===== config.mk =====
export PLATFORM = sky130hd
export DESIGN_NAME = ldl_rr_arbiter_flat
export DESIGN_NICKNAME = d
export VERILOG_FILES = /design/src/rtl/ldl_rr_arbiter_pkg.sv /design/src/rtl/ldl_rr_arbiter_if.sv /design/src/rtl/ldl_rr_arbiter_ring_shift_right.sv /design/src/rtl/ldl_rr_arbiter.sv /design/src/flat_wrapper.sv
export SDC_FILE = /design/constraint.sdc
export NUM_CORES = 1
export LEC_CHECK = 0
export BUFFER_PORTS_ARGS = -buffer_cell sky130_fd_sc_hd__buf_4
export CAP_MARGIN = 20
export CORE_ASPECT_RATIO = 1.75
export CORE_UTILIZATION = 30
export DETAILED_ROUTE_END_ITERATION = 8
export PLACE_DENSITY_LB_ADDON = 0.12
export SKIP_LAST_GASP = 1
export SLEW_MARGIN = 15
export SYNTH_ARGS = -nofsm -noshare
export SYNTH_HDL_FRONTEND = slang
export SYNTH_HIERARCHICAL = 1
export SYNTH_SLANG_ARGS = --single-unit

===== constraint.sdc =====
create_clock -name clk -period 3.8 [get_ports clk]
set_input_delay 0.38 -clock clk [delete_from_list [all_inputs] [get_ports clk]]
set_output_delay 0.38 -clock clk [all_outputs]
set_load 0.02 [all_outputs]

===== src/rtl/ldl_rr_arbiter_pkg.sv =====
// Shared types and helpers for the round-robin arbiter slice.
// No logic state; pure typedefs and combinational helper function.
// Backpressure: n/a.
package ldl_pkg;

   typedef enum logic {ARB_IDLE, ARB_HOLD} arb_state_e;

   // Widest request vector the lowest-set-bit helper can scan.
   localparam int LDL_MAXW = 64;

   function automatic int unsigned ldl_lsb_idx(input logic [LDL_MAXW-1:0] v);
      ldl_lsb_idx = 0;
      for (int i = LDL_MAXW - 1; i >= 0; i--) begin
         if (v[i]) ldl_lsb_idx = i;
      end
   endfunction

endpackage


===== src/rtl/ldl_rr_arbiter_if.sv =====
// Request/grant bundle between requesters and the arbiter.
// Latency: none (wires only).
// Backpressure: out_ready from the consumer holds the presented grant.
interface ldl_rr_arbiter_if #(parameter int WIDTH = 8);

   localparam int IDXW = $clog2(WIDTH);

   logic [WIDTH-1:0] req;
   logic             out_valid;
   logic             out_ready;
   logic [WIDTH-1:0] grant;
   logic [IDXW-1:0]  grant_idx;

   modport master (
      input  req,
      input  out_ready,
      output out_valid,
      output grant,
      output grant_idx
   );

   modport slave (
      output req,
      output out_ready,
      input  out_valid,
      input  grant,
      input  grant_idx
   );

endinterface


===== src/rtl/ldl_rr_arbiter_ring_shift_right.sv =====
// Rotates x right by sel positions: y[i] = x[(i + sel) mod WIDTH].
// Latency: combinational.
// Backpressure: n/a.
module LDL_ring_shift_right #(
   parameter int WIDTH = 8
) (
   input  logic [$clog2(WIDTH)-1:0] sel,
   input  logic [WIDTH-1:0]         x,
   output logic [WIDTH-1:0]         y
);

   // Doubling the vector makes the wrap fall out of a plain shift for any WIDTH.
   assign y = WIDTH'({x, x} >> sel);

endmodule


===== src/rtl/ldl_rr_arbiter.sv =====
// Registered round-robin arbiter over WIDTH level requests (WIDTH <= LDL_MAXW).
// Latency: request in IDLE -> out_valid one cycle later; one grant per cycle when ready.
// Backpressure: out_ready low freezes grant, index and pointer; request changes ignored.
module ldl_rr_arbiter
   import ldl_pkg::*;
#(
   parameter int WIDTH = 8
) (
   input  logic              clk,
   input  logic              rst_n,
   ldl_rr_arbiter_if.master  arb
);

   localparam int              IDXW     = $clog2(WIDTH);
   localparam logic [IDXW:0]   LP_WIDTH = (IDXW+1)'(WIDTH);
   localparam logic [IDXW-1:0] LP_LAST  = IDXW'(WIDTH - 1);

   arb_state_e       r_state;
   logic             r_vld;
   logic [WIDTH-1:0] r_grant;
   logic [IDXW-1:0]  r_idx;
   logic [IDXW-1:0]  r_ptr;

   logic [WIDTH-1:0] w_req_m;
   logic [WIDTH-1:0] w_rot;
   logic [WIDTH-1:0] w_gnt;
   logic [IDXW-1:0]  w_k;
   logic [IDXW-1:0]  w_idx;
   logic [IDXW-1:0]  w_ptr_nxt;
   logic [IDXW:0]    w_sum;
   logic             w_any;

   // The current winner still holds req during its accept cycle; mask it out.
   assign w_req_m = (r_state == ARB_HOLD) ? (arb.req & ~r_grant) : arb.req;

   LDL_ring_shift_right #(.WIDTH(WIDTH)) u_rot (
      .sel (r_ptr),
      .x   (w_req_m),
      .y   (w_rot)
   );

   assign w_any     = |w_req_m;
   assign w_k       = IDXW'(ldl_lsb_idx(LDL_MAXW'(w_rot)));
   assign w_sum     = {1'b0, r_ptr} + {1'b0, w_k};
   assign w_idx     = (w_sum >= LP_WIDTH) ? IDXW'(w_sum - LP_WIDTH) : w_sum[IDXW-1:0];
   assign w_gnt     = WIDTH'(1) << w_idx;
   assign w_ptr_nxt = (w_idx == LP_LAST) ? '0 : w_idx + 1'b1;

   always_ff @(posedge clk or negedge rst_n) begin
      if (!rst_n) begin
         r_state <= ARB_IDLE;
         r_vld   <= 1'b0;
         r_grant <= '0;
         r_idx   <= '0;
         r_ptr   <= '0;
      end else begin
         case (r_state)
            ARB_IDLE: begin
               if (w_any) begin
                  r_state <= ARB_HOLD;
                  r_vld   <= 1'b1;
                  r_grant <= w_gnt;
                  r_idx   <= w_idx;
                  r_ptr   <= w_ptr_nxt;
               end
            end
            ARB_HOLD: begin
               if (arb.out_ready) begin
                  if (w_any) begin
                     r_grant <= w_gnt;
                     r_idx   <= w_idx;
                     r_ptr   <= w_ptr_nxt;
                  end else begin
                     r_state <= ARB_IDLE;
                     r_vld   <= 1'b0;
                     r_grant <= '0;
                     r_idx   <= '0;
                  end
               end
            end
            default: begin
               r_state <= ARB_IDLE;
               r_vld   <= 1'b0;
               r_grant <= '0;
               r_idx   <= '0;
            end
         endcase
      end
   end

   assign arb.out_valid = r_vld;
   assign arb.grant     = r_grant;
   assign arb.grant_idx = r_idx;

endmodule

===== src/flat_wrapper.sv =====
// flat-port wrapper written by rule: the top's interface ports become plain ports
module ldl_rr_arbiter_flat import ldl_pkg::*;
#(
   parameter int WIDTH = 8
)
  (clk, rst_n, arb_req, arb_out_ready, arb_out_valid, arb_grant, arb_grant_idx);
  ldl_rr_arbiter_if #(.WIDTH(WIDTH)) arb_i ();
  input  logic clk;
  input  logic rst_n;
  input wire logic [$bits(arb_i.req)-1:0] arb_req;
  input wire logic [$bits(arb_i.out_ready)-1:0] arb_out_ready;
  output wire logic [$bits(arb_i.out_valid)-1:0] arb_out_valid;
  output wire logic [$bits(arb_i.grant)-1:0] arb_grant;
  output wire logic [$bits(arb_i.grant_idx)-1:0] arb_grant_idx;
  assign arb_i.req = arb_req;
  assign arb_i.out_ready = arb_out_ready;
  assign arb_out_valid = arb_i.out_valid;
  assign arb_grant = arb_i.grant;
  assign arb_grant_idx = arb_i.grant_idx;
  ldl_rr_arbiter #(.WIDTH(WIDTH)) u_core (.clk(clk), .rst_n(rst_n), .arb(arb_i));
endmodule

# [Yosys cells after proc, flatten, opt, wreduce, memory -nomap -nowiden]
# Cells that the tools add are included.
[totals] reg_bits=16 word_cells=50
[classes] n_addsub=3 n_lt_le_gt_ge=1 eq_ne=4 shift=2 n_mux=29 n_bitwise=3 n_reduce_logical=3
[ops] cell="$mux W3" n=15
[ops] cell="$mux W8" n=4
[ops] cell="$pmux W8 S2" n=1
[ops] cell="$shr A16 B3 Y8" n=1
[ops] cell="$pmux W3 S2" n=2
[ops] cell="$and A8 B8 Y8" n=1
[ops] cell="$not A8 Y8" n=1
[ops] cell="$reduce_or A8 Y1" n=1
[ops] cell="$shl A1 B3 Y8 const A" n=1
[ops] cell="$mux W1" n=5
[ops] cell="$add A3 B3 Y4" n=1
[ops] cell="$ge A4 B4 Y1 const B" n=1
[ops] cell="$ne A2 B2 Y1 const B" n=2
[ops] cell="$pmux W1 S2" n=2
[ops] cell="$add A3 B1 Y3 const B" n=1
[ops] cell="$eq A3 B3 Y1 const B" n=1
[ops] cell="$reduce_and A3 Y1" n=1
[ops] cell="$sub A3 B1 Y3 const B" n=1
[ops] cell="$ne A2 B1 Y1 const B" n=1
[ops] cell="$reduce_and A2 Y1" n=1
[ops] cell="$not A1 Y1" n=1

# [Depth between registers and ports, before layout]
# Gate-level depths: netlist (run 1).
[depth] word_depth=20 depth_mapped=19 depth_no_buf=18

# [Cells and area by module]
# The synthesis (run 1) kept the hierarchy.
[by_module_without_submodules] mod="ldl_rr_arbiter" instances=1 cells_per_inst=115 area_per_inst_um2=1097.3
[by_module_without_submodules] mod="LDL_ring_shift_right" instances=1 cells_per_inst=19 area_per_inst_um2=326.6

# [Least setup slack after synthesis (run 1)]
# No wires, ideal clock.
[synth_path] path_kind="flip-flop to flip-flop" start="register u_core.r_state" end="register u_core.r_grant[7], in the netlist u_core/arb.grant[7]" arrival_time_ns=3.761 required_time_ns=3.678 path_slack_ns=-0.083 stages_incl_launch_ff=17 path_buffers=2 synth_period_minus_slack_ns=3.883 cell_sequence="dfrtp_1 clkbuf_1 clkbuf_1 a21boi_0 mux4_1 mux2_2 a21oi_1 o21bai_1 a21oi_1 nor2_1 ha_1 fa_1 xnor2_1 xor2_4 inv_2 ha_1 a32o_1"
[synth_between] elab_chain_cells=17 word_cells_on_any_way=24 cone_classes="add/sub (2); order compare (1); eq/ne (2); shift (2); mux (14); bitwise (1); reduce/logical (2)"
[synth_rtl] item="start, declared" line="ldl_rr_arbiter.sv:18" text="arb_state_e r_state;"
[synth_rtl] item="start signal, assigned" line="ldl_rr_arbiter.sv:51" text="r_state <= ARB_IDLE;"
[synth_rtl] item="start signal, assigned" line="ldl_rr_arbiter.sv:60" text="r_state <= ARB_HOLD;"
[synth_rtl] item="start signal, assigned" line="ldl_rr_arbiter.sv:74" text="r_state <= ARB_IDLE;"
[synth_rtl] item="$mux W8 (*)" line="ldl_rr_arbiter.sv:34" text="assign w_req_m = (r_state == ARB_HOLD) ? (arb.req & ~r_grant) : arb.req;"
[synth_rtl] item="named net u_core.w_req_m[2]" line="ldl_rr_arbiter.sv:24" text="logic [WIDTH-1:0] w_req_m;"
[synth_rtl] item="$shr A16 B3 Y8 (*)" line="ldl_rr_arbiter_ring_shift_right.sv:13" text="assign y = WIDTH'({x, x} >> sel);"
[synth_rtl] item="named net u_core.w_rot[7]" line="ldl_rr_arbiter.sv:25" text="logic [WIDTH-1:0] w_rot;"
[synth_rtl] item="$mux W3 (*) (8 in series)" line="ldl_rr_arbiter_pkg.sv:14" text="if (v[i]) ldl_lsb_idx = i;"
[synth_rtl] item="$add A3 B3 Y4 (*)" line="ldl_rr_arbiter.sv:44" text="assign w_sum = {1'b0, r_ptr} + {1'b0, w_k};"
[synth_rtl] item="$ge A4 B4 Y1 / $sub A3 B1 Y3 (equally long branches)" line="ldl_rr_arbiter.sv:45" text="assign w_idx = (w_sum >= LP_WIDTH) ? IDXW'(w_sum - LP_WIDTH) : w_sum[IDXW-1:0];"
[synth_rtl] item="$mux W3 (*)" line="ldl_rr_arbiter.sv:45"
[synth_rtl] item="$shl A1 B3 Y8 (*)" line="ldl_rr_arbiter.sv:46" text="assign w_gnt = WIDTH'(1) << w_idx;"
[synth_rtl] item="$mux W8" line="ldl_rr_arbiter.sv:69" text="if (w_any) begin"
[synth_rtl] item="$mux W8" line="ldl_rr_arbiter.sv:68" text="if (arb.out_ready) begin"
[synth_rtl] item="$pmux W8 S2 (*)" line="ldl_rr_arbiter.sv:57" text="case (r_state)"
[synth_rtl] item="end signal, assigned" line="ldl_rr_arbiter.sv:62" text="r_grant <= w_gnt;"
[synth_rtl] item="end signal, assigned" line="ldl_rr_arbiter.sv:70" text="r_grant <= w_gnt;"
[synth_rtl] item="end, declared" line="ldl_rr_arbiter.sv:20" text="logic [WIDTH-1:0] r_grant;"
# The timed path passes the listed nets; every way through them passes the cells marked *. The select of a mux whose other input is x is not followed.
# A chain may end at the register's enable or synchronous reset.

# [Final worst setup path (run 1)]
[layout_path] start="register u_core.r_state" end="register u_core.r_ptr[0]"
[layout_between] word_cells_on_any_way=23 cone_classes="add/sub (3); order compare (1); eq/ne (2); shift (1); mux (14); bitwise (1); reduce/logical (1)"
[layout_rtl] item="$mux W8 (*)" line="ldl_rr_arbiter.sv:34"
[layout_rtl] item="named net u_core.w_req_m[0]" line="ldl_rr_arbiter.sv:24"
[layout_rtl] item="$shr A16 B3 Y8 (*)" line="ldl_rr_arbiter_ring_shift_right.sv:13"
[layout_rtl] item="named net u_core.w_rot[3]" line="ldl_rr_arbiter.sv:25"
[layout_rtl] item="$mux W3 (*) (4 in series)" line="ldl_rr_arbiter_pkg.sv:14"
[layout_rtl] item="$add A3 B3 Y4 (*)" line="ldl_rr_arbiter.sv:44"
[layout_rtl] item="$ge A4 B4 Y1 / $sub A3 B1 Y3 (equally long branches)" line="ldl_rr_arbiter.sv:45"
[layout_rtl] item="$mux W3 (*)" line="ldl_rr_arbiter.sv:45"
[layout_rtl] item="$add A3 B1 Y3 / $eq A3 B3 Y1 (equally long branches)" line="ldl_rr_arbiter.sv:47" text="assign w_ptr_nxt = (w_idx == LP_LAST) ? '0 : w_idx + 1'b1;"
[layout_rtl] item="$mux W3 (*)" line="ldl_rr_arbiter.sv:47"
[layout_rtl] item="$mux W3 (*)" line="ldl_rr_arbiter.sv:59, ldl_rr_arbiter.sv:69"
[layout_rtl] item="$mux W3" line="ldl_rr_arbiter.sv:68"
[layout_rtl] item="$pmux W3 S2 (*)" line="ldl_rr_arbiter.sv:57"
[layout_rtl] item="end signal, assigned" line="ldl_rr_arbiter.sv:64" text="r_ptr <= w_ptr_nxt;"
[layout_rtl] item="end signal, assigned" line="ldl_rr_arbiter.sv:72" text="r_ptr <= w_ptr_nxt;"
[layout_rtl] item="end, declared" line="ldl_rr_arbiter.sv:22" text="logic [IDXW-1:0] r_ptr;"
# Marked as above.

==> impl_results.md, run 1 <==
- Seq/Total Area, Yosys: 0.2812
- Maximum VDD drop: 0.7405 mV
- Internal: 1.009 mW
- Buf/Inv on CP: 2
- Synth area leaders: dfrtp_1 28%, mux4_1 15%, mux2_2 6.3%, ha_1 6.2%, a32o_1 4.2%
- Post-DR vias/cell: between 5 and 6
- Starting Density: 0.3175
- Initial DRT Pass Iterations: 4
- Wire per inst: 17.50 um
- RR Startpoint: u_core/r_state
- Final Hold Fails: 0
- RePlAce Congestion: 0.8868
- Cell count after synthesis: between 100 and 150
- Net Switching: 0.8651 mW
- Mapped Area: 0.001424 mm^2
- First-pass GRT wire length: 6.009 mm
- Slew HR: 0.3093
- Worst Path Arrival: 3.68 ns
- Ys Warns: 6
- Final wirelength: 3.850 mm
- Worst reg2reg path depth: 16
- IO Port Bufs: 22
- Layout Utilization: 0.3968
- Critical Path End Type: flop
- Max Freq: 0.2820 GHz
- Fin nets: 189
- Yosys reg bits: 16
- Top routing layer used: met4
- Fin crit share: 0.9332
- Multi-input logic area: 937.1 um^2
- Iteration-0 DRC Markers: 38
- Count leader, synth: dfrtp_1
- Clock Tree Buf Depth: 2
- Switch share: 0.4615
- Total GRT Usage: 0.1644
- Sequential Area: 401.6 um^2
- Die area: 0.005037 mm^2
- Largest net degree at the start of global routing: 17
- Worst Setup SP: u_core/r_state
- Status: finished clean
- Max-cap violations: 0
- Fin Clk Skew: 0.001992 ns
- Largest delay share family, worst path: multiplexers
- Comb power frac: 0.752
- Core Rows: 32
- WL met3: 142 um
- Yosys top cell by area: dfrtp_1
- Met2 routed WL: ~2.1 mm
- Worst Setup EP: u_core/r_ptr[0]
- Clock root cell: clkbuf_8
- Reg2reg setup slack: 0.25 ns
- GR Overflow Total: 0
- Final setup fails: 0
- Core area: approximately 0.0045 mm^2
- Leakage: 0.7934 nW
- Clock Power Share: 0.081
- Setup crit start kind: flop
- Synth Flop Type: dfrtp_1
- Yosys cell types: 41
- CTS clock-pin slew for the worst setup and hold paths: ~0.06 ns
- Remaining antenna violation count: 0
- I/O pin count: 23
- Die Ht: 93.14 um
- CP max-delay cell: mux4_1
- Post-synth EDFFs: 0
- Slew Viols, Final: 0
- Critical path, cell by cell: nand2_1 > nand2_2 > inv_2 > mux4_1 > mux2_2 > o21bai_1 > a21oi_1 > nor2_1 > ha_1 > fa_2 > xnor2_2 > xor2_4 > inv_2 > ha_2 > nor2_1 > mux2_1
- DRT met1 WL: 1.570 mm
- Initial antenna violation count: 0
- Post-Place Cell Area: about 0.0017 mm^2
- Layout fillers: 467
- RSZ-0062 raised after global routing: false
- Num CTS Buffers: 3
- Worst EP required: ~4 ns
- H-tree Lvls: 1
- Synth top cells by count: 16 x dfrtp_1, 10 x inv_1, 10 x nand2_1
- Hold Crit Class: in -> reg
- Mean post-synth cell area: 10.63 um^2
- Yosys top cell area share: 0.2812
- Sequential power share: 0.167
- Skew-Pair Late Insertion Delay: 0.25 ns
- ANT cells: 0
- Setup TNS: 0 ns
- FF-to-FF End: u_core/r_ptr[0]
- Slowest stage delay, CP: roughly 0.55 ns
- Tmin final: 3.546 ns
- Layout cells sized above 1: 0.3728
- Via Count: 1233
- Worst Setup Path Type: reg -> reg
- Worst-Margin Slew: roughly 1.0 ns
- CTS tree: yes
- Die W: 54.08 um
- Design area: around 0.0018 mm^2
- Clock sinks: 16
- Async SR Flop Fraction: 1.000
- Max Fanout on Critical Path: 7
- Final HPWL DP: 3.113 mm
- P&R area growth vs syn: 24.96%
- Stages on worst setup path: 16
- Pwr dens: 1054 mW/mm^2
- Setup slack after layout: 0.2539 ns
- Vias in the first global route: 1218
- Place WS: -0.01442 ns
- Overall Power: about 1.9 mW
- DRC Markers: 0
- Net Count, Synth: 153
-- placed cells by master, fill, tap and decap left out, drive strengths merged, types with 6 or more instances in the layout --
cell type,count
a21oi,7
a32o,6
buf,35
dfrtp,16
ha,7
inv,12
mux2,9
mux4,8
nand2,10
nor2,9
-- state kept, by name, summed over array words and instances (netlist names) --
register,cells
u_core/arb.grant,8
u_core/arb.grant_idx,3
u_core/r_ptr,3
u_core/arb.out_valid,1
u_core/r_state,1
-- tightest hold or removal path, stage by stage --
cell	delay, ns
buf_4	0.10
nor2_1	0.06
nand2_1	0.07
nand3_1	0.06
-- layer usage --
metal / vias up / GRT usage
li1: 581 / -
met1: 626 / 0.2021
met2: 24 / 0.2912
met3: 2 / 0.01138
met4: 0 / 0.05128
met5: - / 0
-- kinds of logic (layout without fill, tap and decap cells) --
kind of cell	after synthesis	in the layout	share of synthesized area
buffers and inverters	18	53	0.05800
multiplexers	18	18	0.2258
AO/OA/AOI/OAI	34	34	0.2039
XOR/XNOR	2	2	0.02549
adder cells (fa/ha/maj)	8	8	0.07557
flip-flops	16	16	0.2812
AND/OR/NAND/NOR	38	38	0.1301
-- cell type report --
type,instances,share of cell area
multi-input cells,100,0.5267
clock buffers,4,0.03094
flip-flops and latches,16,0.2257
well taps,51,0.03586
inverters,13,0.02743
repair buffers,36,0.1533
-- power by group through the flow --
stage	registers, mW	logic (mW)	clock network, mW
floorplan	0.333	0.972	0
CTS	0.312	1.36	0.157
detailed placement	0.315	1.34	0
global route	0.327	1.55	0.165
global placement	0.312	1.33	0
finish	0.313	1.41	0.151
-- timing repair --
action                     CTS  global route
setup endpoints to repair    2             9
pin swaps                    0             2
gates resized for setup      1            12
hold endpoints to repair    16             0
hold buffers                 1             0
setup buffers                0             5
-- per-stage QoR --
step | hold WS [ns] | instances
6_report | 0.4527 | 220
5_1_grt | 0.4537 | 220
3_3_place_gp | 0.2537 | 210
3_5_place_dp | 0.2614 | 210
4_1_cts | 0.4443 | 215
2_1_floorplan | 0.08441 | 134
-- how the worst min path moves through the flow --
stage / slack [ns] / end / cells after the start / startpoint
6_report: 0.45 / u_core/arb.grant[1] / 4 / arb_out_ready
5_1_grt: 0.45 / u_core/arb.grant[1] / 4 / arb_out_ready
4_1_cts: 0.44 / u_core/arb.grant[1] / 4 / arb_out_ready
3_5_place_dp: 0.26 / u_core/r_ptr[0] / 1 / rst_n
3_3_place_gp: 0.25 / u_core/r_ptr[1] / 1 / rst_n
2_1_floorplan: 0.08 / u_core/arb.grant[0] / 0 / rst_n
(Power assumes the default switching activity.)
==> run 2: changes to the inputs <==
==> constraint.sdc (replaced) <==
create_clock -name clk -period 4.56 [get_ports clk]
set_input_delay 0.456 -clock clk [delete_from_list [all_inputs] [get_ports clk]]
set_output_delay 0.456 -clock clk [all_outputs]
set_load 0.02 [all_outputs]
==> run 2 against run 1 <==
  * Clock skew about the same
  * Total power decreased by 24%
  * Clock power decreased by 17%
  * Die area unchanged
  * Sequential share of layout area increased by 1.3 points
  * Non-clock buffer count decreased by 14
==> impl_results.md, run 2 (synthesis results as in run 1) <==
- H-tree Lvls: 1 (unchanged)
- Fin crit share: 0.8934 (was 0.9332)
- Fin nets: 175 (was 189)
- P&R area growth vs syn: 17.57% (was 24.96%)
- Initial DRT Pass Iterations: 4 (unchanged)
- Worst Setup SP: u_core/r_state (unchanged)
- FF-to-FF End: u_core/arb.grant[1] (was u_core/r_ptr[0])
- Setup crit start kind: flop (unchanged)
- Max Fanout on Critical Path: 17 (was 7)
- Setup TNS: 0 ns (unchanged)
- Wire per inst: 16.85 um (was 17.50 um)
- Iteration-0 DRC Markers: 21 (was 38)
- Status: finished clean (unchanged)
- DRC Markers: 0 (unchanged)
- GR Overflow Total: 0 (unchanged)
- Internal: 0.7558 mW (was 1.009 mW)
- Slew Viols, Final: 0 (unchanged)
- First-pass GRT wire length: 5.775 mm (was 6.009 mm)
- IO Port Bufs: 22 (unchanged)
- Layout Utilization: 0.3733 (was 0.3968)
- Total GRT Usage: 0.1594 (was 0.1644)
- Num CTS Buffers: 3 (unchanged)
- Fin Clk Skew: 0.001684 ns (was 0.001992 ns)
- Core area: 0.004484 mm^2 (unchanged)
- I/O pin count: 23 (unchanged)
- Skew-Pair Late Insertion Delay: 0.25 ns (about the same)
- Most frequent cells in the layout: 22 x buf_4, 16 x dfrtp_1, 10 x inv_1, 10 x nand2_1, 9 x nor2_1 (was 35 x buf_4, 15 x dfrtp_1, 10 x inv_1, 9 x nor2_1, 9 x nand2_1)
- Final Hold Fails: 0 (unchanged)
- Comb power frac: 0.718 (was 0.752)
- Clock root cell: clkbuf_8 (unchanged)
- Hold slack: 0.05504 ns (was 0.4527 ns)
- Worst reg2reg path depth: 16 (unchanged)
- Overall Power: 1.434 mW (was 1.875 mW)
- Final setup fails: 0 (unchanged)
- Post-CTS Resized: 0 (was 1)
- Net Switching: 0.6780 mW (was 0.8651 mW)
- RSZ-0062 raised after global routing: false (unchanged)
- Max-cap violations: 0 (unchanged)
- Via Count: 1169 (was 1233)
- Clock Power Share: 0.088 (was 0.081)
- Die Ht: 93.14 um (unchanged)
- Max reg flops: 8 (unchanged)
- Worst-Margin Slew: 0.9906 ns (was 1.027 ns)
- Final HPWL DP: 2.850 mm (was 3.113 mm)
- Clock sinks: 16 (unchanged)
- Pwr dens: 856.4 mW/mm^2 (was 1054 mW/mm^2)
- Initial antenna violation count: 0 (unchanged)
- Final wirelength: 3.472 mm (was 3.850 mm)
- Worst Setup EP: u_core/arb.grant[1] (was u_core/r_ptr[0])
- Sequential power share: 0.193 (was 0.167)
- Remaining antenna violation count: 0 (unchanged)
- Die area: 0.005037 mm^2 (unchanged)
- Critical Path End Type: flop (unchanged)
- RePlAce Congestion: 0.8102 (was 0.8868)
- Switch share: 0.4729 (was 0.4615)
- Starting Density: 0.3175 (unchanged)
- Postcts setup bufs: 0 (unchanged)
- Largest net degree at the start of global routing: 18 (was 17)
- Maximum VDD drop: 0.5218 mV (was 0.7405 mV)
- CTS clock-pin slew for the worst setup and hold paths: 0.06 ns (about the same)
- Die W: 54.08 um (unchanged)
- Layout cells sized above 1: 0.2581 (was 0.3728)
- Worst EP required: 4.75 ns (was 3.93 ns)
- Most common cell after layout, fill and taps aside: buf_4 (unchanged)
- ANT cells: 0 (unchanged)
- Leakage: 0.7446 nW (was 0.7934 nW)
- Slew HR: 0.3340 (was 0.3093)
- Worst Path Arrival: 4.26 ns (was 3.68 ns)
- Post-DR vias/cell: 5.675 (was 5.605)
- Core Rows: 32 (unchanged)
- Max Freq: 0.2455 GHz (was 0.2820 GHz)
- Hold Crit Class: in -> async (was in -> reg)
- CTS tree: yes (unchanged)
- Clock Tree Buf Depth: 2 (unchanged)
- Reg2reg setup slack: 0.49 ns (was 0.25 ns)
- Tmin final: 4.074 ns (was 3.546 ns)
- Worst Setup Path Type: reg -> reg (unchanged)
- Cts-stage hold buffer count: 0 (was 1)
- Vias in the first global route: 1212 (was 1218)
- RR Startpoint: u_core/r_state (unchanged)
-- run 2: cell types whose count changed in the layout (fill, tap and decap cells not counted), sizes merged --
cell,delta
buf,-13
dlygate4sd3,-1
-- run 2: worst max-delay path: stages (launching register included) --
cell and delay (ns):
dfrtp_1 0.62, nand2_1 0.10, nand2_1 0.14, inv_2 0.10, mux4_1 0.54, mux2_2 0.29, a21oi_1 0.16, o21bai_1 0.08
a21oi_1 0.14, nor2_1 0.06, ha_1 0.18, fa_1 0.37, xnor2_1 0.38, xor2_4 0.27, inv_2 0.09, a2111o_1 0.41
nand3_1 0.09
-- run 2: layer usage --
layer	vias to the layer above	wire (um)	track usage
met5	-	0	0
met2	27	1901	0.2737
met1	580	1351	0.1925
met3	7	130	0.01463
li1	555	-	-
met4	0	87	0.07051
-- run 2: how the worst min path moves through the flow --
stage	end	slack (ns)	cells after the start
2_1_floorplan	u_core/arb.grant[0]	0.16	0
3_3_place_gp	u_core/r_ptr[1]	0.33	1
3_5_place_dp	u_core/r_ptr[1]	0.33	1
4_1_cts	u_core/arb.grant_idx[1]	0.05	1
5_1_grt	u_core/arb.grant_idx[0]	0.07	1
6_report	u_core/arb.grant_idx[1]	0.06	1
-- run 2: per-stage QoR --
stage / worst slack (ns) / instance area [um^2] / instances
2_1_floorplan: 0.6772 / 1424 / 134
3_3_place_gp: 0.5205 / 1619 / 202
3_5_place_dp: 0.4706 / 1619 / 202
4_1_cts: 0.4608 / 1674 / 206
5_1_grt: 0.07664 / 1674 / 206
6_report: 0.4863 / 1674 / 206
-- run 2: cell type report --
| type | instances | area [um^2] |
|---|---|---|
| Fill cell | 489 | 2810 |
| Multi-Input combinational cell | 100 | 940.9 |
| Sequential cell | 16 | 400.4 |
| Timing Repair Buffer | 22 | 165.2 |
| Tap cell | 51 | 63.81 |
| Clock buffer | 4 | 55.05 |
| Inverter | 13 | 48.80 |
-- run 2: power groups by stage --
stage                     Clock (mW)  Sequential (mW)  Combinational [mW]
final                          0.126            0.277                1.03
after global routing           0.137            0.290                1.16
after CTS                      0.133            0.279                1.05
after detailed placement           0            0.281                1.04
after global placement             0            0.280                1.04
after floorplan                    0            0.276               0.797
